==> src/rtl/piso_frame_ctrl.sv <==
// Frame sequencer for a fast-mode MSB-first PISO shifter.
// Pulls words from a valid/ready stream, counts bit slots, frames N words.
module piso_frame_ctrl #(
    parameter int DATA_WIDTH = 8,
    parameter int LEN_WIDTH  = 8,
    parameter int GAP_CYCLES = 2
) (
    input  logic                  i_clk,
    input  logic                  i_s_rst,
    input  logic                  i_start,
    input  logic [LEN_WIDTH-1:0]  i_len,
    input  logic                  i_abort,
    input  logic [DATA_WIDTH-1:0] i_s_data,
    input  logic                  i_s_valid,
    output logic                  o_s_ready,
    output logic                  o_piso_wr_en,
    output logic [DATA_WIDTH-1:0] o_piso_data,
    output logic                  o_bit_valid,
    output logic                  o_frame,
    output logic                  o_busy,
    output logic                  o_underrun,
    output logic                  o_done
);

    localparam int BW = $clog2(DATA_WIDTH);
    localparam int GW = (GAP_CYCLES > 1) ? $clog2(GAP_CYCLES) : 1;
    localparam logic [BW-1:0] BIT_INIT = BW'(DATA_WIDTH - 1);
    localparam logic [GW-1:0] GAP_INIT =
        GW'((GAP_CYCLES > 0) ? GAP_CYCLES - 1 : 0);

    typedef enum logic [1:0] {
        S_IDLE,
        S_LOAD,
        S_SHIFT,
        S_GAP
    } state_t;

    state_t               state_q, state_d;
    logic [LEN_WIDTH-1:0] len_q, len_d;
    logic [LEN_WIDTH-1:0] word_cnt_q, word_cnt_d;
    logic [BW-1:0]        bit_cnt_q, bit_cnt_d;
    logic [GW-1:0]        gap_cnt_q, gap_cnt_d;
    logic                 done_q, done_d;
    logic                 kill;
    logic                 last_word;

    // Reset mid-frame behaves exactly like abort for the handshake.
    assign kill      = i_abort | i_s_rst;
    assign last_word = (word_cnt_q == len_q);
    assign o_done    = done_q;

    always_ff @(posedge i_clk) begin
        if (i_s_rst) begin
            state_q    <= S_IDLE;
            len_q      <= '0;
            word_cnt_q <= '0;
            bit_cnt_q  <= '0;
            gap_cnt_q  <= '0;
            done_q     <= 1'b0;
        end else begin
            state_q    <= state_d;
            len_q      <= len_d;
            word_cnt_q <= word_cnt_d;
            bit_cnt_q  <= bit_cnt_d;
            gap_cnt_q  <= gap_cnt_d;
            done_q     <= done_d;
        end
    end

    always_comb begin
        state_d      = state_q;
        len_d        = len_q;
        word_cnt_d   = word_cnt_q;
        bit_cnt_d    = bit_cnt_q;
        gap_cnt_d    = gap_cnt_q;
        done_d       = 1'b0;
        o_s_ready    = 1'b0;
        o_piso_wr_en = 1'b0;
        o_piso_data  = '0;
        o_bit_valid  = 1'b0;
        o_frame      = 1'b0;
        o_underrun   = 1'b0;
        o_busy       = (state_q != S_IDLE);

        unique case (state_q)
            S_IDLE: begin
                if (i_start && !i_abort) begin
                    len_d      = i_len;
                    word_cnt_d = '0;
                    state_d    = S_LOAD;
                end
            end
            S_LOAD: begin
                o_frame    = 1'b1;
                o_underrun = !i_s_valid && (word_cnt_q != '0);
                if (!kill) begin
                    o_s_ready = 1'b1;
                    if (i_s_valid) begin
                        o_piso_wr_en = 1'b1;
                        o_piso_data  = i_s_data;
                        o_bit_valid  = 1'b1;
                        bit_cnt_d    = BIT_INIT;
                        state_d      = S_SHIFT;
                    end
                end
            end
            S_SHIFT: begin
                o_frame     = 1'b1;
                o_bit_valid = !kill;
                bit_cnt_d   = bit_cnt_q - BW'(1);
                if (bit_cnt_q == BW'(1)) begin
                    if (!last_word) begin
                        word_cnt_d = word_cnt_q + LEN_WIDTH'(1);
                        state_d    = S_LOAD;
                    end else if (GAP_CYCLES == 0) begin
                        state_d = S_IDLE;
                        done_d  = 1'b1;
                    end else begin
                        gap_cnt_d = GAP_INIT;
                        state_d   = S_GAP;
                    end
                end
            end
            S_GAP: begin
                if (gap_cnt_q == '0) begin
                    state_d = S_IDLE;
                    done_d  = 1'b1;
                end else begin
                    gap_cnt_d = gap_cnt_q - GW'(1);
                end
            end
            default: state_d = S_IDLE;
        endcase

        if (kill) begin
            state_d = S_IDLE;
            done_d  = 1'b0;
        end
    end

endmodule
==> config.mk <==
export PLATFORM = sky130hd
export DESIGN_NAME = piso_frame_ctrl
export DESIGN_NICKNAME = d
export VERILOG_FILES = /design/src/rtl/piso_frame_ctrl.sv
export SDC_FILE = /design/constraint.sdc
export NUM_CORES = 1
export LEC_CHECK = 0
export CELL_PAD_IN_SITES_DETAIL_PLACEMENT = 0
export CELL_PAD_IN_SITES_GLOBAL_PLACEMENT = 2
export CORE_UTILIZATION = 29
export CTS_CLUSTER_SIZE = 40
export DETAILED_ROUTE_END_ITERATION = 16
export GPL_ROUTABILITY_DRIVEN = 0
export HOLD_SLACK_MARGIN = 0.03
export PLACE_DENSITY_LB_ADDON = 0.1
export SYNTH_ARGS = -nofsm -noshare
export SYNTH_HDL_FRONTEND = slang
export SYNTH_SLANG_ARGS = --single-unit
==> constraint.sdc <==
create_clock -name i_clk -period 2.8 [get_ports i_clk]
set_clock_uncertainty 0.05 [all_clocks]
set_input_delay 0.28 -clock i_clk [delete_from_list [all_inputs] [get_ports i_clk]]
set_output_delay 0.28 -clock i_clk [all_outputs]
set_load 0.05 [all_outputs]
==> results of run 1 <==
[power groups by stage]
stage	registers, W	logic [W]	clock network (W)
6_report	0.000341	0.000114	0.000211
5_1_grt	0.000343	0.000124	0.000237
4_1_cts	0.000342	0.000115	0.000223
3_5_place_dp	0.000349	0.000114	0
3_3_place_gp	0.000349	0.000113	0
2_1_floorplan	0.000348	0.0000649	0
[worst max-delay path, delay by kind of cell, from the launching register on]
| family | cells | cell delay (ps) |
|---|---|---|
| buffers and inverters | 2 | 970 |
| flip-flops | 1 | 420 |
| AO/OA/AOI/OAI | 1 | 280 |
| adder cells (fa/ha/maj) | 1 | 200 |
| AND/OR/NAND/NOR | 1 | 140 |
[stage by stage]
step                hold slack (ps)  total power, W  setup slack, ps  instances
floorplan                       301        0.000413             76.6        162
global placement                409        0.000462              542        259
detailed placement              405        0.000464              490        259
CTS                             417        0.000679              191        263
global route                    427        0.000704             60.6        263
finish                          426        0.000666              199        263
[final timing paths]
kind | depth (start not counted) | slack (ps) | endpoint
hold / removal | 1 | 430 | o_done
hold reg to reg | 1 | 430 | o_done
setup / recovery | 5 | 200 | o_underrun
setup reg to reg | 7 | 510 | word_cnt_q[1]
[cell type report]
cell class	instances	area share
multi-input combinational	121	0.455
inverter	9	0.0165
clock inverter	1	0.00245
clock buffer	3	0.0202
tap	67	0.0410
sequential	23	0.225
timing repair buffer	39	0.240
[synthesized netlist by cell type, types with 2 or more instances]
master / instances
xnor2_1: 4
o21ai_0: 2
buf_2: 2
o31ai_2: 2
inv_1: 9
nand3_1: 6
mux2i_1: 8
buf_6: 2
or4_1: 5
clkbuf_1: 4
a211oi_1: 2
o21ai_1: 2
a31oi_1: 3
ha_1: 9
and2_1: 8
a311oi_1: 2
nor3_1: 3
nor2_1: 18
nand2_1: 6
nor2b_1: 2
a21oi_1: 7
a21o_1: 3
o31ai_1: 4
xnor2_2: 2
dfxtp_1: 23
or4b_1: 2
nor4b_1: 2
[flip-flops by register name (all words and copies together), names as in the netlist]
signal,cells
gap_cnt_q,1
state_q,2
bit_cnt_q,3
len_q,8
o_done,1
word_cnt_q,8
[routing by layer]
| layer | wire length [um] | vias up | GRT usage |
|---|---|---|---|
| li1 | - | 650 | - |
| met1 | 1740 | 606 | 0.199 |
| met2 | 1640 | 39 | 0.218 |
| met3 | 254 | 2 | 0.0562 |
| met4 | 10 | 0 | 0.0278 |
| met5 | 0 | - | 0 |
[cells by family (layout without fill, tap and decap cells)]
family	Yosys count	count (layout)	share of synthesized area
and+or+nand+nor	63	63	0.266
AOI/OAI and AO/OA	32	32	0.162
DFF	23	23	0.311
buffers and inverters	18	52	0.0601
adders and majority gates	9	9	0.0761
muxes	9	9	0.0618
xor gates and xnor gates	8	8	0.0626
==> metrics, run 1 <==
P_leak=0.768 nW; GRT Residual Overflow=0; Synth area leaders=dfxtp_1 (31%), ha_1 (7.6%), mux2i_1 (5.4%), nor2_1 (4.6%), and2_1 (3.4%); commonest cells after routing, fill and taps aside=clkdlybuf4s50_1 (24), dfxtp_1 (23), nor2_1 (18); CTS max path bufs=2; CTS Sinks=23; Clk Latency, worst-skew pair=260 ps; die height=73.4 um; die extent in x=73.4 um; asr flop ratio synth=0; CTS tree=done; Core ar.=4820 sq um; # IOs=36; Seq pwr share=0.512; total CTS buffers=3; fin nets=227; leading area contributor after synthesis=dfxtp_1; combinational share of power=0.172; Storage cell area=460 sq um; register area share after synthesis=0.311; Hold/Removal Path Class=reg2reg; FMAX=384 MHz; WS Path Type=reg2out; clock root cell=clkbuf_8; CP required=2470 ps; Clk pin slew, worst setup/hold paths=90 ps; Worst setup EP type=output port; Max Slew Vio Count=0; DRT Pass-1 Iters=4; r2r startpoint=state_q[0]; initial antenna violation count=0; Setup TNS Final=0 ps; final hold violations=0; commonest non-fill, non-tap cell in the layout=clkdlybuf4s50_1; gr usage total=0.145; syn_area_per_cell=9.13 sq um; Routed WL=3650 um; Rows=25; Max Cap Viol=0; DRC viols=0; # resized after CTS=0; H-tree Lvls=1; Synth Instances=162; placed inst area=2000 sq um; Switch Pwr=0.000175 W; Worst setup SP type=flop; finished layout cell area=2040 sq um; Multi-input gate area=930 sq um; Crit. Startpoint=word_cnt_q[0]; Hold Startpoint=gap_cnt_q; Least-Margin Pin Slew=684 ps; initial core utilization=0.307; clock share of power=0.316; CP max stage cell=clkdlybuf4s50_1; vias in the first global route=1191; post-DP HPWL=2800 um; antenna-violating nets left=0; synthesized net count=192; Yosys cell types=47; layout cells sized above 1=0.179; number of synthesized flops with an enable pin=0; period utilization=0.929; WL per Instance=13.9 um; die area=5390 sq um; #FFs+latches synth=23; Arr. time, crit path=2270 ps; pwr dens=326 nW/um^2; unrepaired setup endpoints after global routing=no; final core occ=0.424; Synth-to-Final Area Change=38.2%; worst stage delay on the critical path=860 ps; Via density=4.93; first-pass GRT wire length=5900 um; n_diodes=0; Final setup viols=0; crit-path max FO=5; yosys warns=0; cell internal pwr=0.000491 W; Buffers on Ports=35; Tmin final=2600 ps; dominant synthesized flop cell=dfxtp_1; vias=1297; status=complete, no violations; total setup buffers inserted after CTS=0; Cell Chain, Critical Path=inv_1 > ha_1 > nor4b_1 > a211oi_1 > clkdlybuf4s50_1; top-area cell type share of the netlist area=0.311; Filler cells=504; Net Sw Frac=0.263; Worst VDD drop=0.000180 V; Slew headroom=0.541; pin count of the biggest net entering global routing=29; drt initial violations=58; hold_buf cts=0; Mapped Area=1480 sq um
Power figures use the tool's default switching activity.
==> run 2: changes to the inputs <==
--- a/config.mk
+++ b/config.mk
@@ -11,6 +11,7 @@
 export CTS_CLUSTER_SIZE = 40
 export DETAILED_ROUTE_END_ITERATION = 16
 export GPL_ROUTABILITY_DRIVEN = 0
+export GPL_TIMING_DRIVEN = 0
 export HOLD_SLACK_MARGIN = 0.03
 export PLACE_DENSITY_LB_ADDON = 0.1
 export SYNTH_ARGS = -nofsm -noshare
==> constraint.sdc (replaced) <==
create_clock -name i_clk -period 2.5 [get_ports i_clk]
set_clock_uncertainty 0.05 [all_clocks]
set_input_delay 0.25 -clock i_clk [delete_from_list [all_inputs] [get_ports i_clk]]
set_output_delay 0.25 -clock i_clk [all_outputs]
set_load 0.05 [all_outputs]
==> metrics, run 2 (synthesized netlist as in run 1, its figures left out) <==
Routed WL=3670 um (+0.55%); worst slack at placement=-452 ps (-942 ps); Slew headroom=0.526 (-0.0144); total CTS buffers=3 (unchanged); final core occ=0.408 (-0.0161); CP max stage cell=clkdlybuf4s15_2; Cell Chain, Critical Path=inv_1 > ha_1 > nor4bb_4 > clkbuf_4 > and2_1 > clkdlybuf4s15_2; Rows=25 (unchanged); Seq pwr share=0.513 (about the same); die area=5390 sq um (unchanged); vias in the first global route=1258 (+5.6%); # IOs=36 (unchanged); gr usage total=0.147 (+0.00127); CTS Sinks=23 (unchanged); Via density=4.94 (+0.18%); Worst Path Buf+Inv=3 (+1); drt initial violations=48 (-17%); CTS max path bufs=2 (unchanged); clock share of power=0.315 (about the same); FMAX=426 MHz; Crit path max-delay family=buffers and inverters; clock root cell=clkbuf_8; CTS tree=done; Max Cap Viol=0 (unchanged); initial core utilization=0.307 (unchanged); initial antenna violation count=0 (unchanged); Least-Margin Pin Slew=706 ps (+21.5 ps); Synth-to-Final Area Change=33.0%; first-pass GRT wire length=6140 um (+4.1%); antenna-violating nets left=0 (unchanged); DRT Pass-1 Iters=4 (unchanged); cell internal pwr=0.000549 W (+12%); pin count of the biggest net entering global routing=14 (-52%); unrepaired setup endpoints after global routing=no; die height=73.4 um (unchanged); Tmin final=2350 ps; DRC viols=0 (unchanged); Clk Latency, worst-skew pair=260 ps (about the same); Filler cells=496 (-1.6%); die extent in x=73.4 um (unchanged); Switch Pwr=0.000196 W (+12%); setup ws final=151 ps (-47.5 ps); Hold Startpoint=gap_cnt_q; Clk pin slew, worst setup/hold paths=80 ps (about the same); combinational share of power=0.171 (about the same); final hold violations=0 (unchanged); r2r startpoint=state_q[0]; WS Path Type=reg2out; Net Sw Frac=0.263 (+0.000342); Buffers on Ports=35 (unchanged); pwr dens=379 nW/um^2 (+16%); P_leak=0.760 nW (-1.1%); Arr. time, crit path=2050 ps (-220 ps); period utilization=0.939; hold slack=422 ps (-4.10 ps); vias=1324 (+2.1%); fin nets=232 (+2.2%); Max Slew Vio Count=0 (unchanged); CP required=2200 ps (-270 ps); n_diodes=0 (unchanged); Worst setup SP type=flop; Core ar.=4820 sq um (unchanged); post-DP HPWL=2840 um (+1.5%); GRT Residual Overflow=0 (unchanged); Worst setup EP type=output port; commonest cells after routing, fill and taps aside=dfxtp_1 (23), clkdlybuf4s50_1 (23), nor2_1 (18); status=complete, no violations; Final setup viols=0 (unchanged); Hold/Removal Path Class=reg2reg; biggest regs=len_q: 8 flops, word_cnt_q: 8 flops, bit_cnt_q: 3 flops; Worst VDD drop=0.000228 V (+27%); H-tree Lvls=1 (unchanged); worst stage delay on the critical path=370 ps (-490 ps); crit-path max FO=10 (+5); layout cells sized above 1=0.199 (+0.0204); Power, Total=0.000745 W (+12%); WL per Instance=13.7 um (-1.3%); Crit. Startpoint=state_q[1]
-- run 2: changes by cell type in the layout (fill, tap and decap cells not counted), sizes merged --
cell and delta:
buf -8, clkbuf +6, clkdlybuf4s15 +5, dlygate4sd2 +2
clkdlybuf4s18 +1, clkdlybuf4s50 -1
-- run 2: area by class of cell --
class	count	area, sq um	area share
multi-input cells	121	947	0.482
flip-flops and latches	23	460	0.234
clock buffers	3	41.3	0.0210
inverters	9	33.8	0.0172
plain buffers	9	61.3	0.0312
clock inverters	1	5.00	0.00254
well taps	67	83.8	0.0426
repair buffers	35	334	0.170
-- run 2: worst register-to-register path, stage by stage (launching register included) --
cell and delay (ps):
dfxtp_1 420, inv_1 110, ha_1 220, inv_1 250
a2bb2oi_2 270, o21ai_1 300, or4_1 580, o31ai_2 80
-- run 2: stage by stage --
step                      std cells  setup TNS, ps  area [sq um]
final                           268              0          1970
after global routing            268              0          1970
after CTS                       268              0          1980
after detailed placement        264          -4470          1920
after global placement          264          -4190          1920
after floorplan                 162              0          1480
-- run 2: power by group through the flow --
| stage | registers [W] | clock network [W] | logic, W |
|---|---|---|---|
| 2_1_floorplan | 0.000390 | 0 | 0.0000729 |
| 3_3_place_gp | 0.000391 | 0 | 0.000125 |
| 3_5_place_dp | 0.000392 | 0 | 0.000127 |
| 4_1_cts | 0.000383 | 0.000245 | 0.000128 |
| 5_1_grt | 0.000384 | 0.000258 | 0.000139 |
| 6_report | 0.000383 | 0.000235 | 0.000128 |
-- run 2: worst paths after layout --
path	cells after the start	slack, ps	endpoint
setup / recovery	6	150	o_piso_data[0]
hold reg to reg	1	420	o_done
hold / removal	1	420	o_done
setup reg to reg	7	160	word_cnt_q[1]
-- run 2: per-layer routing --
layer | global-route usage | vias up | share of wire
met5 | 0 | - | 0
met4 | 0.0214 | 0 | 0.0063
li1 | - | 657 | -
met2 | 0.240 | 34 | 0.47
met3 | 0.0316 | 5 | 0.045
met1 | 0.202 | 628 | 0.48
-- run 2: timing repair --
item | 4_1_cts | 5_1_grt
hold endpoints to repair | 0 | 0
resized for setup | 34 | 12
setup endpoints to repair | 12 | 10
setup buffers | 0 | 0
hold buffers | 0 | 0
